[src/rtl/fault_campaign_ctrl.sv]
// fault_campaign_ctrl: sweeps every stuck-0/stuck-1/invert fault on the s84 product bits
// and records which ones change Y against the fault-free golden result.
module fault_campaign_ctrl #(
    parameter int SETTLE = 1,
    parameter int NLOC   = 8
) (
    input  logic        clk,
    input  logic        reset,
    input  logic        start,
    input  logic [7:0]  a_in,
    input  logic [3:0]  b_in,
    output logic [7:0]  dp_a,
    output logic [3:0]  dp_b,
    output logic        dp_op,
    output logic [3:0]  dp_f_loc,
    output logic [1:0]  dp_f_type,
    input  logic [7:0]  dp_y,
    output logic        busy,
    output logic        done,
    output logic        err_div0,
    output logic [7:0]  golden,
    output logic [4:0]  detect_count,
    output logic [23:0] detect_map
);
    typedef enum logic [1:0] {IDLE, APPLY, SAMPLE, DONE} state_t;
    state_t      state_q, state_d;
    logic [3:0]  cnt_q, cnt_d, b_q, b_d;
    logic [2:0]  loc_q, loc_d;
    logic [1:0]  type_q, type_d;
    logic [7:0]  a_q, a_d, golden_q, golden_d;
    logic [4:0]  count_q, count_d, idx;
    logic [23:0] map_q, map_d;
    logic        err_q, err_d, last;

    assign idx  = 5'(loc_q) * 5'd3 + 5'(type_q) - 5'd1;
    assign last = (loc_q == 3'(NLOC - 1)) && (type_q == 2'd3);

    always_ff @(posedge clk) begin
        if (reset) begin
            state_q  <= IDLE;
            cnt_q    <= '0;
            a_q      <= '0;
            b_q      <= '0;
            loc_q    <= '0;
            type_q   <= '0;
            golden_q <= '0;
            count_q  <= '0;
            map_q    <= '0;
            err_q    <= 1'b0;
        end else begin
            state_q  <= state_d;
            cnt_q    <= cnt_d;
            a_q      <= a_d;
            b_q      <= b_d;
            loc_q    <= loc_d;
            type_q   <= type_d;
            golden_q <= golden_d;
            count_q  <= count_d;
            map_q    <= map_d;
            err_q    <= err_d;
        end
    end

    always_comb begin
        state_d  = state_q;
        cnt_d    = cnt_q;
        a_d      = a_q;
        b_d      = b_q;
        loc_d    = loc_q;
        type_d   = type_q;
        golden_d = golden_q;
        count_d  = count_q;
        map_d    = map_q;
        err_d    = err_q;
        case (state_q)
            IDLE, DONE: begin
                state_d = IDLE;
                loc_d   = '0;
                type_d  = '0;
                if (start) begin
                    a_d      = a_in;
                    b_d      = b_in;
                    golden_d = '0;
                    count_d  = '0;
                    map_d    = '0;
                    cnt_d    = '0;
                    err_d    = (a_in == 8'd0);
                    // A zero modulus aborts straight to DONE; Y is never sampled.
                    state_d  = (a_in == 8'd0) ? DONE : APPLY;
                end
            end
            APPLY: begin
                cnt_d = cnt_q + 4'd1;
                if (cnt_q == 4'(SETTLE - 1)) begin
                    cnt_d   = '0;
                    state_d = SAMPLE;
                end
            end
            SAMPLE: begin
                if (type_q == 2'd0) begin
                    golden_d = dp_y;
                end else if (dp_y != golden_q) begin
                    map_d[idx] = 1'b1;
                    count_d    = count_q + 5'd1;
                end
                state_d = last ? DONE : APPLY;
                type_d  = last ? 2'd0 : (type_q == 2'd3 ? 2'd1 : type_q + 2'd1);
                loc_d   = last ? 3'd0 : (type_q == 2'd3 ? loc_q + 3'd1 : loc_q);
            end
            default: state_d = IDLE;
        endcase
    end

    assign dp_a         = a_q;
    assign dp_b         = b_q;
    assign dp_op        = 1'b0;
    assign dp_f_loc     = {1'b0, loc_q};
    assign dp_f_type    = type_q;
    assign busy         = (state_q == APPLY) || (state_q == SAMPLE);
    assign done         = (state_q == DONE);
    assign err_div0     = err_q;
    assign golden       = golden_q;
    assign detect_count = count_q;
    assign detect_map   = map_q;
endmodule

[config.mk]
export PLATFORM = sky130hd
export DESIGN_NAME = fault_campaign_ctrl
export DESIGN_NICKNAME = d
export VERILOG_FILES = /design/src/rtl/fault_campaign_ctrl.sv
export SDC_FILE = /design/constraint.sdc
export NUM_CORES = 1
export LEC_CHECK = 0
export CELL_PAD_IN_SITES_DETAIL_PLACEMENT = 1
export CELL_PAD_IN_SITES_GLOBAL_PLACEMENT = 1
export CORE_MARGIN = 1
export CORE_UTILIZATION = 37
export CTS_BUF_LIST = sky130_fd_sc_hd__clkbuf_16
export CTS_CLUSTER_SIZE = 10
export DETAILED_ROUTE_END_ITERATION = 8
export PLACE_DENSITY = 0.87
export SKIP_LAST_GASP = 1
export SLEW_MARGIN = 20
export SYNTH_ARGS = -nofsm -noshare
export SYNTH_HDL_FRONTEND = slang
export SYNTH_SLANG_ARGS = --single-unit
[constraint.sdc]
create_clock -name clk -period 6.9 [get_ports clk]
set_input_delay 2.07 -clock clk [delete_from_list [all_inputs] [get_ports clk]]
set_output_delay 2.07 -clock clk [all_outputs]
set_load 0.01 [all_outputs]
# Word-level counts from Yosys, hierarchy flattened

Cells that the tools add are included.

Bits in registers: 61
Bits of input ports: 23
Output and inout bits: 59

Add/subtract/negate cells: 6
$mul: 1
Order comparisons: 2
Equality and inequality tests: 12
Muxes and demuxes: 27
Bitwise logic cells: 1
Reduce and logical (&&, ||, !) cells: 15

Operators with widths:

| kind                | number |
|---|---|
| $mux 24             | 3 |
| $pmux 24 s2         | 1 |
| $or 24x24->24       | 1 |
| $mux 8              | 2 |
| $pmux 8 s2          | 1 |
| $mux 5              | 3 |
| $mux 2              | 6 |
| $ne 2x2->1 const B  | 5 |
| $pmux 5 s2          | 1 |
| $logic_not 8->1     | 1 |
| $mux 4              | 2 |
| $ne 8x8->1          | 1 |
| $pmux 4 s2          | 1 |
| $eq 2x2->1 const B  | 3 |
| $lt 5x6->1 const B  | 1 |
| $mux 3              | 2 |
| $pmux 2 s3          | 1 |
| $pmux 3 s2          | 1 |
| $reduce_and 2->1    | 3 |
| $add 5x1->5 const B | 1 |
| $add 5x2->5         | 1 |
| $demux 1 s5         | 1 |
| $ge 5x1->1 const B  | 1 |
| $mul 3x2->5 const B | 1 |
| other kinds (17)    | 20 |

# Depth between registers and ports, before layout

Gate-level depths: netlist of run 1.

Depth in word-level cells: 11
Gate-level depth with buffers: 13
Mapped depth without buffers: 12

# Worst setup path after synthesis of run 1

Ideal clock, no wire load.

Path kind: input-to-reg
Start: input start
End: register map_q[10], in the netlist detect_map[10]
Library setup time: 67 ps
Arrival: 3079 ps
Data required time: 6833 ps
Slack: 3753 ps
Stages: 6
Cell sequence: nand2b_2 nand2_1 nand2_1 or3_1 buf_6 o21ai_2

Longest elaborated chain between the ends: 2

RTL lines:

| item                              | line | RTL |
|---|---|---|
| start, declared                   | 9    | `input logic start,` |
| $ne 2x2->1 (no source line)       | --   |  |
| $reduce_and 4->1 (no source line) | --   |  |
| end signal, assigned              | 59   | `map_q <= map_d;` |
| end, declared                     | 32   | `logic [23:0] map_q, map_d;` |

Every way passes these cells.
A chain may end at the register's enable or synchronous reset.

# Final worst setup path of run 1

Start: register state_q[0]
End: output busy

Longest elaborated chain between the ends: 2

RTL lines:

| item                                            | line | RTL |
|---|---|---|
| start, declared                                 | 26   | `state_t state_q, state_d;` |
| start signal, assigned                          | 51   | `state_q <= state_d;` |
| $eq 2x1->1 / $eq 2x2->1 (equally long branches) | 119  | `assign busy = (state_q == APPLY) \|\| (state_q == SAMPLE);` |
| $logic_or 1x1->1 *                              | 119  |  |
| end, declared                                   | 18   | `output logic busy,` |

Every way passes the cells marked *; elsewhere a longest branch is shown, timed or not.

==> flow_metrics.env, run 1 <==
export IMPL_worst_pin_slew_ps=935
export IMPL_min_period_ps=3990
export IMPL_grt_overflow=0
export IMPL_cts_setup_buffers=0
export IMPL_gp_congestion=0.729
export IMPL_nNetsFinal=464
export IMPL_routed_via_density=5.21
export IMPL_grt_pass1_wl_um=13900
export IMPL_htree_levels=3
export IMPL_synth_top_family_by_area="simple AND/OR/NAND/NOR gates"
export IMPL_synth_area_leaders="dfxtp_1 (43%), nand2_1 (8.9%), ha_1 (8.3%), a21oi_1 (5.4%), xnor2_1 (3.7%)"
export IMPL_synth_compound_area_frac=0.174
export IMPL_port_buffers=79
export IMPL_min_path_type="flop to flop"
export IMPL_worstRegToRegCells=10
export IMPL_worstSetupPathType="flop to output pin"
export IMPL_antenna_found_initial=0
export IMPL_yosys_area_top_type="dfxtp_1"
export IMPL_drc=0
export IMPL_powerDensity_mw_per_mm2=225
export IMPL_diodes=0
export IMPL_dp_hpwl_um=5900
export IMPL_r2r_end="detect_map[12]"
export IMPL_numCtsBuffers=9
export IMPL_ir_worst_vdd_uv=148
export IMPL_hold_viol=0
export IMPL_synthMuxAreaShare=0.00350
export IMPL_grt_max_degree=37
export IMPL_insertion_delay_ps=330
export IMPL_hp_start="detect_map[0]"
export IMPL_dieArea_mm2=0.00808
export IMPL_slew_headroom=0.371
export IMPL_fp_dieH_um=89.9
export IMPL_cts_max_path_buffers=2
export IMPL_cts_root_buf="clkbuf_16"
export IMPL_cts_resized=0
export IMPL_reg2reg_slack_ps=3780
export IMPL_synth_top_flop_cell="dfxtp_1"
export IMPL_total_power_uw=906
export IMPL_ys_seq_elements=61
export IMPL_setup_viol=0
export IMPL_fmax_mhz=251
export IMPL_placed_area_mm2=0.00371
export IMPL_synthAdderAreaFrac=0.0972
export IMPL_clk_pin_slew_ps=50
export IMPL_drv_cap=0
export IMPL_vias=2725
export IMPL_cts_tree="yes"
export IMPL_cts_hold_buf=0
export IMPL_drive_gt1_frac=0.0637
export IMPL_leakagePower_uw=0.00144
export IMPL_status="complete, no violations"
export IMPL_fin_tns_setup_ps=0
export IMPL_dr_pass1_iters=4
export IMPL_syn_area_mm2=0.00286
export IMPL_syn_avg_cell_area_um2=8.35
export IMPL_skew_ps=4.69
export IMPL_placementRows=31
export IMPL_antenna_left=0
export IMPL_rsz0062_at_grt="no"
export IMPL_startpoint_type="flop"
export IMPL_synth_simple_gate_area_frac=0.203
export IMPL_hold_path_endpoint="detect_map[0]"
export IMPL_synth_edff_count=0
export IMPL_wl_um=8380
export IMPL_holdPathStages=2
export IMPL_drtIter0Drc=53
export IMPL_design_core_area_mm2=0.00737
export IMPL_worstPathArrival_ps=1920
export IMPL_initial_core_util=0.388
export IMPL_syn_inst=342
export IMPL_filler_cell_count=890
export IMPL_r2r_start="loc_q[1]"
export IMPL_yosysWarnings=0
export IMPL_area_growth_pct=41.0
export IMPL_finalCritPeriodShare=0.579
export IMPL_critPathMaxFanout=8
export IMPL_clock_sinks=61
export IMPL_synth_top_area_frac=0.428
export IMPL_design_area_mm2=0.00403
export IMPL_slew_viol_final=0
export IMPL_io_pins=82
export IMPL_end_kind="output pin"
export IMPL_grt_util_all_layers=0.213
export IMPL_synth_xor_area_frac=0.0429
export IMPL_synth_cell_types=43
export IMPL_fp_dieW_um=89.9
export IMPL_async_flop_share=0
export IMPL_yosysSeqAreaShare=0.428
export IMPL_wire_per_inst_um=16.0
export IMPL_grt_pass1_vias=2886
export IMPL_timing_hold_ws_ps=450
export IMPL_required_ps=4830
## routing by layer
metal	part of all wire	track usage	vias to the layer above
li1	-	-	1321
met1	0.42	0.232	1332
met2	0.53	0.404	58
met3	0.039	0.0567	14
met4	0.013	0.0565	0
met5	0	0	-
## cells in the mapped netlist (2+ instances only)
master	n
nand3_1	11
nor2_1	21
nand3b_1	4
nand2b_1	2
buf_4	2
a32oi_1	3
o21ai_2	8
or3_1	4
o211ai_1	2
nor4_1	2
a21oi_1	31
nand4_1	3
clkbuf_1	9
nand4b_1	2
dfxtp_1	61
nor2b_1	2
inv_1	20
buf_2	2
ha_1	19
a31oi_1	2
xor2_1	2
fa_1	2
o21ai_0	16
o21ai_1	11
nor3_1	5
nand2_1	68
xnor2_1	12
## cells by family (layout without fill, tap and decap cells)
family | after synthesis | after routing
adder cells (fa/ha/maj) | 21 | 21
XOR/XNOR | 14 | 14
multiplexers | 1 | 1
AND/OR/NAND/NOR | 129 | 129
AO/OA/AOI/OAI | 81 | 81
buffers and inverters | 34 | 115
flip-flops | 61 | 61
other | 1 | 2
## power breakdown
part / total (uW) / leakage, uW / switching (uW) / internal (uW)
logic: 66.8 / 0.000800 / 37.6 / 29.2
registers: 361 / 0.000493 / 3.17 / 357
clock network: 478 / 0.000147 / 165 / 314
## final cells by class
cell class / instances / area [um2] / share of cell area
clock buffers: 9 / 225 / 0.0559
clock inverters: 6 / 88.8 / 0.0221
inverters: 20 / 75.1 / 0.0186
multi-input cells: 248 / 1490 / 0.371
flip-flops and latches: 61 / 1220 / 0.303
well taps: 99 / 124 / 0.0308
repair buffers: 80 / 798 / 0.198
## per-stage QoR
| stage | worst slack, ps | utilization | cells |
|---|---|---|---|
| 2_1_floorplan | 3750 | - | 343 |
| 3_3_place_gp | 2800 | 0.504 | 508 |
| 3_5_place_dp | 2700 | 0.504 | 508 |
| 4_1_cts | 2910 | 0.546 | 523 |
| 5_1_grt | 2850 | 0.546 | 523 |
| 6_report | 2910 | 0.546 | 523 |
## state kept, by name, indices dropped and copies added (netlist names)
| name | flops |
|---|---|
| detect_count | 5 |
| dp_f_type | 2 |
| dp_b | 4 |
| loc_q | 3 |
| cnt_q | 4 |
| detect_map | 24 |
| err_div0 | 1 |
| state_q | 2 |
| dp_a | 8 |
| golden | 8 |
## cell usage in the layout, fill, tap and decap left out, types with 2 or more instances in the layout
cell type,n
a21oi_1,31
a31oi_1,2
a32oi_1,3
bufinv_16,2
clkbuf_16,9
clkdlybuf4s50_1,79
clkinvlp_4,2
conb_1,2
dfxtp_1,61
fa_1,2
ha_1,19
inv_1,20
nand2_1,68
nand2b_1,2
nand3_1,11
nand3b_1,4
nand4_1,3
nand4b_1,2
nor2_1,21
nor2b_1,2
nor3_1,5
nor4_1,2
o211ai_1,2
o21ai_0,16
o21ai_1,11
o21ai_2,8
or3_1,4
xnor2_1,12
xor2_1,2
## worst max-delay path, cell delays in order (launching register included)
cell and delay [ps]:
dfxtp_1 400, inv_1 80, ha_1 420, inv_1 150
clkdlybuf4s50_1 550
## worst max-delay path by stage
stage                     cells after the start        from             end
after floorplan                               6       start  detect_map[10]
after global placement                        6       start  detect_map[17]
after detailed placement                      6       start  detect_map[21]
after CTS                                     4  state_q[0]            busy
after global routing                          6       start   detect_map[1]
final                                         4  state_q[0]            busy
Power figures use the tool's default switching activity.
==> inputs of run 2 (changes only) <==
CORE_UTILIZATION = 34   (was 37)
PLACE_DENSITY = 0.82   (was 0.87)
clock period = 3.85 ns   (was 6.9 ns; I/O delays follow)
==> run 2 against run 1 <==
Effect of this change: core utilization decreased by 5.2 points; largest power group unchanged; critical path type is now flop to flop; total power rose by 77%; design area is 0.31% higher; setup slack worse by 2100 ps; critical endpoint is now detect_map[12]; highest routed layer unchanged.
==> flow_metrics.env, run 2 (synthesis gave the netlist of run 1 again) <==
export IMPL_routed_via_density=5.05
export IMPL_fp_dieW_um=93.7
export IMPL_area_growth_pct=41.4
export IMPL_design_area_mm2=0.00404
export IMPL_ir_worst_vdd_uv=207
export IMPL_holdPathStages=2
export IMPL_seqCellArea_mm2=0.00122
export IMPL_vias=2679
export IMPL_skew_ps=6.02
export IMPL_leakagePower_uw=0.00146
export IMPL_placementRows=33
export IMPL_io_pins=82
export IMPL_wl_um=8100
export IMPL_clk_pin_slew_ps=50
export IMPL_grt_pass1_wl_um=13300
export IMPL_initial_core_util=0.349
export IMPL_end_kind="flop"
export IMPL_timing_hold_ws_ps=448
export IMPL_drtIter0Drc=97
export IMPL_cts_hold_buf=0
export IMPL_worstRegToRegCells=10
export IMPL_pwr_share_comb=0.076
export IMPL_gp_congestion=0.780
export IMPL_fp_dieH_um=93.7
export IMPL_grt_overflow=0
export IMPL_placed_area_mm2=0.00373
export IMPL_hold_viol=0
export IMPL_grt_util_all_layers=0.197
export IMPL_design_core_area_mm2=0.00818
export IMPL_cts_max_path_buffers=2
export IMPL_p_clk_frac=0.521
export IMPL_p_sw_uw=354
export IMPL_status="complete, no violations"
export IMPL_largest_register_ffs=24
export IMPL_worst_pin_slew_ps=991
export IMPL_drc=0
export IMPL_min_path_type="flop to flop"
export IMPL_nNetsFinal=466
export IMPL_slew_viol_final=0
export IMPL_port_buffers=79
export IMPL_layout_commonest_cell="clkdlybuf4s50_1"
export IMPL_numCtsBuffers=9
export IMPL_most_common_layout_cells="clkdlybuf4s50_1 (79), nand2_1 (68), dfxtp_1 (61)"
export IMPL_drive_gt1_frac=0.0657
export IMPL_cts_setup_buffers=0
export IMPL_antenna_found_initial=0
export IMPL_p_seq_frac=0.403
export IMPL_filler_cell_count=974
export IMPL_fin_tns_setup_ps=0
export IMPL_slew_headroom=0.333
export IMPL_powerDensity_mw_per_mm2=398
export IMPL_grt_pass1_vias=2772
export IMPL_worstSetupPathType="flop to flop"
export IMPL_clock_sinks=61
export IMPL_htree_levels=3
export IMPL_insertion_delay_ps=330
export IMPL_dr_pass1_iters=4
export IMPL_worstPathArrival_ps=3340
export IMPL_startpoint_type="flop"
export IMPL_diodes=0
export IMPL_dp_slack_ps=761
export IMPL_setup_slack_ps=768
export IMPL_min_period_ps=3080
export IMPL_utilization=0.494
export IMPL_critPathMaxFanout=8
export IMPL_cts_tree="yes"
export IMPL_rsz0062_at_grt="no"
export IMPL_setup_viol=0
export IMPL_cts_root_buf="clkbuf_16"
export IMPL_drv_cap=0
export IMPL_fmax_mhz=324
export IMPL_dp_hpwl_um=5820
export IMPL_multiInputGateArea_mm2=0.00149
export IMPL_grt_max_degree=33
export IMPL_dieArea_mm2=0.00877
export IMPL_switching_share=0.220
export IMPL_cts_resized=0
export IMPL_wire_per_inst_um=15.3
export IMPL_required_ps=4100
export IMPL_finalCritPeriodShare=0.801
export IMPL_antenna_left=0
export IMPL_cellInternalPower_uw=1250
run 2: cell types whose count changed in the layout (fill, tap and decap cells not counted):
cell | previous run | this run
clkinv_4 | 1 | 0
clkinv_2 | 1 | 3
buf_4 | 1 | 3
clkinv_1 | 0 | 1
clkinvlp_4 | 2 | 0
run 2: worst max-delay path, stage by stage, from the launching register on:
cell and delay, ps:
dfxtp_1 450, inv_1 140, ha_1 230, fa_1 540, inv_1 60, ha_1 300
a211oi_2 270, xor2_1 170, a31oi_1 100, or3_1 520, o21ai_2 210
run 2: power by group through the flow:
stage	Clock (uW)	Combinational (uW)	Sequential, uW
after floorplan	0	56.5	663
after detailed placement	0	121	659
final	837	122	646
after global placement	0	118	659
after global routing	880	133	647
after CTS	849	123	646
run 2: layout make-up:
class / instances / area share
clock buffers: 9 / 0.0558
clock inverters: 6 / 0.0195
inverters: 20 / 0.0186
multi-input cells: 248 / 0.370
flip-flops and latches: 61 / 0.302
well taps: 105 / 0.0325
repair buffers: 82 / 0.201
run 2: path summary, 6_finish.rpt:
path | startpoint | end | slack [ps]
worst max-delay path | loc_q[1] | detect_map[12] | 770
worst min-delay path | detect_map[21] | detect_map[21] | 450
worst max register to register | loc_q[1] | detect_map[12] | 770
worst min register to register | detect_map[21] | detect_map[21] | 450
run 2: metrics by stage:
stage	power [uW]	instances
after floorplan	719	343
after global placement	777	516
after detailed placement	781	516
after CTS	1620	531
after global routing	1660	531
final	1610	531
run 2: layer usage:
metal | track usage | wire length [um]
met1 | 0.229 | 3520
met3 | 0.0566 | 382
met5 | 0 | 0
met2 | 0.346 | 4060
met4 | 0.0679 | 131
